**config.mk**
```make
export PLATFORM = sky130hd
export DESIGN_NAME = baccarat_sequencer
export DESIGN_NICKNAME = d
export VERILOG_FILES = /design/src/rtl/baccarat_sequencer.sv
export SDC_FILE = /design/constraint.sdc
export NUM_CORES = 1
export LEC_CHECK = 0
export CAP_MARGIN = 30
export CORE_AREA = 2 2 39 41
export CTS_CLUSTER_SIZE = 20
export DETAILED_ROUTE_END_ITERATION = 16
export DIE_AREA = 0 0 41 43
export PLACE_DENSITY = 0.81
export SLEW_MARGIN = 5
export SYNTH_ARGS = -nofsm -noshare
export SYNTH_HDL_FRONTEND = slang
export SYNTH_SLANG_ARGS = --single-unit
```
**constraint.sdc**
```tcl
create_clock -name slow_clock -period 4.4 [get_ports slow_clock]
set_clock_uncertainty 0.2 [all_clocks]
set_input_delay 0.66 -clock slow_clock [delete_from_list [all_inputs] [get_ports slow_clock]]
set_output_delay 0.66 -clock slow_clock [all_outputs]
set_load 0.02 [all_outputs]
```
**src/rtl/baccarat_sequencer.sv**
```systemverilog
// Moore sequencer for one baccarat hand: strobes card loads into the datapath,
// applies the natural / player-draw / banker-draw rules and latches the win lights.
//
// state     | meaning
// ----------+-----------------------------------------------
// DEAL_P1   | load player card 1
// DEAL_D1   | load dealer card 1
// DEAL_P2   | load player card 2
// DEAL_D2   | load dealer card 2
// EVAL      | two-card scores valid; natural / draw decision
// DEAL_P3   | load player card 3
// BANK_EVAL | banker draw table against player 3rd card value
// DEAL_D3   | load dealer card 3
// RESULT    | final scores valid; lights register on exit
// DONE      | hand finished; hold until reset
module baccarat_sequencer #(
    parameter logic [3:0] NATURAL_MIN     = 4'd8,
    parameter logic [3:0] PLAYER_DRAW_MAX = 4'd5,
    parameter logic [3:0] BANK_DRAW_MAX   = 4'd5
) (
    input  logic       slow_clock,
    input  logic       resetb,
    input  logic [3:0] pcard3,
    input  logic [3:0] pscore,
    input  logic [3:0] dscore,
    output logic       load_pcard1,
    output logic       load_pcard2,
    output logic       load_pcard3,
    output logic       load_dcard1,
    output logic       load_dcard2,
    output logic       load_dcard3,
    output logic       player_win_light,
    output logic       dealer_win_light,
    output logic       hand_done
);

    typedef enum logic [3:0] {
        DEAL_P1   = 4'd0,
        DEAL_D1   = 4'd1,
        DEAL_P2   = 4'd2,
        DEAL_D2   = 4'd3,
        EVAL      = 4'd4,
        DEAL_P3   = 4'd5,
        BANK_EVAL = 4'd6,
        DEAL_D3   = 4'd7,
        RESULT    = 4'd8,
        DONE      = 4'd9
    } state_t;

    state_t     state;
    state_t     state_nxt;
    logic [3:0] p3_val;
    logic       bank_draw;

    // Face cards and tens count as zero.
    assign p3_val = (pcard3 >= 4'd10) ? 4'd0 : pcard3;

    always_comb begin
        bank_draw = 1'b0;
        case (dscore)
            4'd0, 4'd1, 4'd2: bank_draw = 1'b1;
            4'd3:             bank_draw = (p3_val != 4'd8);
            4'd4:             bank_draw = (p3_val >= 4'd2) && (p3_val <= 4'd7);
            4'd5:             bank_draw = (p3_val >= 4'd4) && (p3_val <= 4'd7);
            4'd6:             bank_draw = (p3_val >= 4'd6) && (p3_val <= 4'd7);
            default:          bank_draw = 1'b0;
        endcase
    end

    always_ff @(posedge slow_clock or negedge resetb) begin
        if (!resetb) begin
            state <= DEAL_P1;
        end else begin
            state <= state_nxt;
        end
    end

    always_comb begin
        state_nxt   = state;
        load_pcard1 = 1'b0;
        load_pcard2 = 1'b0;
        load_pcard3 = 1'b0;
        load_dcard1 = 1'b0;
        load_dcard2 = 1'b0;
        load_dcard3 = 1'b0;
        hand_done   = 1'b0;
        case (state)
            DEAL_P1: begin
                load_pcard1 = 1'b1;
                state_nxt   = DEAL_D1;
            end
            DEAL_D1: begin
                load_dcard1 = 1'b1;
                state_nxt   = DEAL_P2;
            end
            DEAL_P2: begin
                load_pcard2 = 1'b1;
                state_nxt   = DEAL_D2;
            end
            DEAL_D2: begin
                load_dcard2 = 1'b1;
                state_nxt   = EVAL;
            end
            EVAL: begin
                if ((pscore >= NATURAL_MIN) || (dscore >= NATURAL_MIN)) begin
                    state_nxt = RESULT;
                end else if (pscore <= PLAYER_DRAW_MAX) begin
                    state_nxt = DEAL_P3;
                end else if (dscore <= BANK_DRAW_MAX) begin
                    state_nxt = DEAL_D3;
                end else begin
                    state_nxt = RESULT;
                end
            end
            DEAL_P3: begin
                load_pcard3 = 1'b1;
                state_nxt   = BANK_EVAL;
            end
            BANK_EVAL: begin
                state_nxt = bank_draw ? DEAL_D3 : RESULT;
            end
            DEAL_D3: begin
                load_dcard3 = 1'b1;
                state_nxt   = RESULT;
            end
            RESULT: begin
                state_nxt = DONE;
            end
            DONE: begin
                hand_done = 1'b1;
                state_nxt = DONE;
            end
            default: begin
                state_nxt = DEAL_P1;
            end
        endcase
    end

    // Lights are only written on the RESULT -> DONE edge, so they stay dark elsewhere.
    always_ff @(posedge slow_clock or negedge resetb) begin
        if (!resetb) begin
            player_win_light <= 1'b0;
            dealer_win_light <= 1'b0;
        end else if (state == RESULT) begin
            player_win_light <= (pscore >= dscore);
            dealer_win_light <= (dscore >= pscore);
        end
    end

endmodule

```
==> flow_summary.json, run 1 <==
{
  "status": "finished clean",
  "row_count": 14,
  "dr.pass1.iters": 4,
  "p_total_mw": 0.405,
  "drive_gt1_share_pct": 3.13,
  "ys_seq_area_share_pct": 27.5,
  "cpPeakStageDelay_ps": 590,
  "tns_ps": 0,
  "cp-start-kind": "flip-flop",
  "io_buffer_count": 22,
  "postSynthAreaPerCell_sq_um": 7.37,
  "maxSlewViolCount": 0,
  "syn_to_final_growth_pct": 45.9,
  "viasPerCell": 5.64,
  "gp_congestion": 0.758,
  "postRouteAntennaNets": 0,
  "combPwrFrac_pct": 58.3,
  "fp.dieArea_sq_um": 1760,
  "critPathRequiredTime_ps": 3540,
  "post-cts-setup-buffer-count": 0,
  "die_h_um": 43,
  "clock_power_share_pct": 12.4,
  "cts_htree_levels": 1,
  "drc": 0,
  "final_area_sq_um": 796,
  "clock_path_buffers": 2,
  "synthesis.nets": 92,
  "internal_power_mw": 0.227,
  "ctsResizeCount": 0,
  "dp_hpwl_um": 1080,
  "relSlewSlack_pct": 73.7,
  "routedWlPerCell_um": 11.7,
  "synthFlopType": "dfrtp_1",
  "ios": 23,
  "cellLeakagePower_nw": 0.329,
  "netSwitchingFraction_pct": 44.0,
  "worstPathCellList": "nor3_1 > and2_1 > clkdlybuf4s50_1",
  "grt_max_degree": 11,
  "drv_cap": 0,
  "ys_warn_count": 0,
  "period_share_pct": 59.2,
  "diodes": 0,
  "synthesis.area_sq_um": 546,
  "cp_max_fo": 8,
  "grtUsageTotal_pct": 17.4,
  "clk-insertion-delay-late_ps": 240,
  "antenna_found_initial": 0,
  "power_frac_seq_pct": 29.3,
  "numCtsBuffers": 3,
  "cts_tree": "done",
  "postSynth.asyncResetShare_pct": 100,
  "grt_remaining_overflow": 0,
  "fmax_ghz": 0.384,
  "syn_inst": 74,
  "fin_nets": 116,
  "critPathArrivalTime_ps": 1740,
  "core_area_sq_um": 1380,
  "vdd_drop_max_v": 0.000170,
  "final_cell_mix": "clkdlybuf4s50_1 (22), nor2_1 (9), nand2_1 (7)",
  "path_buf_inv": 1,
  "hold_viol": 0,
  "critPathCaptureType": "primary output",
  "synth_edf_count": 0,
  "root_buffer": "clkbuf_4",
  "grt_pass1_wl_um": 2210,
  "crit_path_top_delay_cell": "clkdlybuf4s50_1",
  "ys_types": 27,
  "rsz0062_at_grt": "false",
  "netSwitchingPower_mw": 0.178,
  "finalSetupViolCount": 0,
  "holdBufCountCts": 0,
  "start_util_pct": 39.4,
  "dpl_cell_area_sq_um": 773,
  "crit_type": "reg2out",
  "clkTransAtPathRegs_ps": 50,
  "die_x_um": 41,
  "drtIter0Drc": 13,
  "cellPowerDensity_nw_per_um2": 509,
  "critPathTopFamily": "buffers and inverters",
  "hp-class": "reg2reg",
  "period_minus_slack_ps": 2600,
  "grt_pass1_vias": 599,
  "final_common_cell": "clkdlybuf4s50_1",
  "cts.sinks": 6,
  "tightest_slew_ps": 391,
  "wl_um": 1310,
  "via_count": 632,
  "ys_ff_latch": 6
}
-- metrics by stage --
step	utilization [%]	worst slack, ps	hold slack, ps	instances
4_1_cts	57.5	1780	320	112
3_3_place_gp	55.9	1920	297	109
2_1_floorplan	-	2300	164	74
3_5_place_dp	55.9	1900	310	109
5_1_grt	57.5	1680	333	112
6_report	57.5	1800	312	112
-- routing by layer --
layer,track usage [%],wire length (um),part of all wire [%],vias up
li1,-,-,-,311
met1,19.1,579,44,290
met2,30.3,653,50,29
met3,0.524,76,5.8,2
met4,10.7,3,0.23,0
met5,0,0,0,-
-- power groups by stage --
stage	clock network (mW)	registers, mW	logic, mW
3_3_place_gp	0	0.117	0.229
6_report	0.0503	0.119	0.236
3_5_place_dp	0	0.118	0.236
2_1_floorplan	0	0.104	0.154
5_1_grt	0.0551	0.125	0.258
4_1_cts	0.0533	0.118	0.236
-- flip-flops by register name, summed over array words and instances, names as in the netlist --
| signal | count |
|---|---|
| state | 4 |
| dealer_win_light | 1 |
| player_win_light | 1 |
-- synth_stat cells (all sizes together) (2+ instances only) --
master | n | area, sq um
dfrtp | 6 | 150
inv | 6 | 22.5
nand2 | 7 | 26.3
nor4b | 3 | 26.3
nor3 | 4 | 20.0
nor2b | 3 | 18.8
nor2 | 9 | 33.8
clkbuf | 2 | 7.51
ha | 4 | 50.1
o21ai | 6 | 30.0
nand2b | 4 | 25.0
o21a | 2 | 15.0
a31oi | 2 | 12.5
a21oi | 4 | 20.0
-- cell type report --
cell class                      instances  area (sq um)
Tap cell                               16          20.0
Sequential cell                         6           150
Timing Repair Buffer                   22           220
Inverter                                6          22.5
Fill cell                             131           588
Clock buffer                            3          22.5
Multi-Input combinational cell         59           360
-- kinds of logic (layout without fill, tap and decap cells) --
group / after synthesis / count (layout) / synth area share [%]
AOI/OAI and AO/OA: 18 / 18 / 20.9
adders and majority gates: 4 / 4 / 9.17
buffers and inverters: 9 / 31 / 6.42
DFF: 6 / 6 / 27.5
and+or+nand+nor: 37 / 37 / 36.0
-- path summary, 6_finish.rpt --
kind | from | end | slack (ps) | cells after the start
max | state[0] | load_pcard2 | 1800 | 3
min in group asynchronous | resetb | state[2] | 450 | 1
min reg2reg | player_win_light | player_win_light | 310 | 1
max in group asynchronous | resetb | player_win_light | 3340 | 1
max reg2reg | state[2] | player_win_light | 2770 | 4
min | player_win_light | player_win_light | 310 | 1
(Power assumes the default switching activity.)
==> run 2: changes to the inputs <==
Settings changed: CORE_AREA 2 2 39 41 to unset, CORE_ASPECT_RATIO set to 1.1, CORE_MARGIN set to 2, CORE_UTILIZATION set to 36, DIE_AREA 0 0 41 43 to unset, PLACE_DENSITY 0.81 to 0.76.
Clock period 4.4 ns to 2.3 ns, I/O delays scaled along.
==> run 2 against run 1 <==
  * Design area rose by 2.5%
  * First-iteration DRC count is the same
  * Sequential share of layout area is 0.46 points lower
  * Register-to-register slack worse by 2200 ps
  * Routed wire length fell by 0.99%
  * Clock power up 84%
  * Largest cell class unchanged
  * Largest power group unchanged
==> flow_summary.json, run 2 (same netlist as run 1, synthesis figures left out) <==
{
  "status": "finished clean",
  "combPwrFrac_pct": 57.4,
  "crit_type": "reg2out",
  "clk-insertion-delay-late_ps": 240,
  "cp-start-kind": "flip-flop",
  "die_h_um": 44.8,
  "grtUsageTotal_pct": 17.5,
  "row_count": 14,
  "gp_congestion": 0.772,
  "fin_nets": 116,
  "largest_register_ffs": 4,
  "cellLeakagePower_nw": 0.432,
  "clock_power_share_pct": 12.1,
  "via_count": 617,
  "rrSetupSlack_ps": 610,
  "finalSetupViolCount": 0,
  "cts.sinks": 6,
  "netSwitchingFraction_pct": 43.6,
  "grt_pass1_wl_um": 2190,
  "grt_max_degree": 11,
  "dp_hpwl_um": 1040,
  "routedWlPerCell_um": 11.6,
  "io_buffer_count": 22,
  "reg2reg_depth": 4,
  "numCtsBuffers": 3,
  "power_frac_seq_pct": 30.5,
  "vdd_drop_max_v": 0.000383,
  "period_share_pct": 95.7,
  "viasPerCell": 5.51,
  "critPathRequiredTime_ps": 1750,
  "final_area_sq_um": 816,
  "placed_cells_incl_taps": 109,
  "post-cts-setup-buffer-count": 0,
  "regMostFlops": "state",
  "cellPowerDensity_nw_per_um2": 934,
  "utilization_pct": 58.2,
  "start_util_pct": 38.9,
  "cts_htree_levels": 1,
  "hp-class": "in2async",
  "final_cell_mix": "clkdlybuf4s50_1 (16), nor2_1 (9), nand2_1 (7)",
  "clock_path_buffers": 2,
  "drive_gt1_share_pct": 4.17,
  "hold_viol": 0,
  "grt_remaining_overflow": 0,
  "drv_cap": 0,
  "tns_ps": 0,
  "wl_um": 1300,
  "core_area_sq_um": 1400,
  "netSwitchingPower_mw": 0.332,
  "drc": 0,
  "maxSlewViolCount": 0,
  "die_x_um": 41.1,
  "tightest_slew_ps": 419,
  "holdBufCountCts": 0,
  "internal_power_mw": 0.430,
  "dr.pass1.iters": 4,
  "syn_to_final_growth_pct": 49.5,
  "root_buffer": "clkbuf_4",
  "critPathArrivalTime_ps": 1660,
  "critPathCaptureType": "primary output",
  "clkTransAtPathRegs_ps": 40,
  "period_minus_slack_ps": 2200,
  "grt_pass1_vias": 590,
  "diodes": 0,
  "r2r_end": "player_win_light",
  "postRouteAntennaNets": 0,
  "antenna_found_initial": 0,
  "rsz0062_at_grt": "false",
  "cp_max_fo": 8,
  "top_regs": "state (4), dealer_win_light (1), player_win_light (1)",
  "fmax_ghz": 0.454,
  "fin_cells": 112,
  "dpl_cell_area_sq_um": 773,
  "final_common_cell": "clkdlybuf4s50_1",
  "drtIter0Drc": 13,
  "cts_tree": "done",
  "relSlewSlack_pct": 71.8,
  "hold_ws_ps": 136,
  "fp.dieArea_sq_um": 1840,
  "ios": 23,
  "reg2reg_from": "state[2]"
}
## run 2: cell count changes in the layout (fill, tap and decap cells not counted)
cell | previous run | this run
clkdlybuf4s50_1 | 22 | 16
dlymetal6s2s_1 | 0 | 6
nor3_1 | 4 | 3
nor3_2 | 0 | 1
## run 2: critical path: stages (launching register included)
cell and delay (ps):
dfrtp_1 460, nor4_1 300, clkdlybuf4s50_1 650
## run 2: area by class of cell
type | instances | area, sq um
tap | 16 | 20.0
fill | 136 | 586
clock buffer | 3 | 22.5
sequential | 6 | 150
timing repair buffer | 22 | 235
inverter | 6 | 22.5
multi-input combinational | 59 | 365
## run 2: how the worst max path moves through the flow
stage | start | to | slack, ps | cells after the start
after global placement | dscore[1] | dealer_win_light | 130 | 7
after CTS | state[0] | load_pcard2 | 20 | 3
after detailed placement | dscore[1] | dealer_win_light | 120 | 7
final | state[0] | load_pcard1 | 100 | 2
after floorplan | state[0] | load_pcard1 | 520 | 2
after global routing | state[0] | load_pcard1 | 9 | 2
## run 2: power by group through the flow
stage                     Sequential [mW]  Combinational (mW)  Clock (mW)
after floorplan                     0.198               0.294           0
after global placement              0.225               0.438           0
after detailed placement            0.229               0.442           0
after CTS                           0.227               0.444      0.0943
after global routing                0.241               0.485       0.103
final                               0.232               0.438      0.0925
## run 2: what timing repair did
item	4_1_cts	5_1_grt
endpoints found under the hold margin	0	0
endpoints found under the setup margin	0	6
gates resized for setup	0	7
## run 2: layer usage
| layer | routed length (um) | share of wire [%] | up-vias | GRT usage [%] |
|---|---|---|---|---|
| met2 | 675 | 52 | 21 | 30.9 |
| met5 | 0 | 0 | - | 0 |
| met1 | 525 | 40 | 281 | 18.6 |
| li1 | - | - | 311 | - |
| met4 | 42 | 3.2 | 0 | 11.6 |
| met3 | 56 | 4.3 | 4 | 1.48 |
## run 2: stage by stage
stage | setup WS [ps] | power (mW)
after floorplan | 517 | 0.493
after global placement | 127 | 0.663
after detailed placement | 120 | 0.671
after CTS | 15.6 | 0.766
after global routing | 8.75 | 0.829
final | 97.8 | 0.762
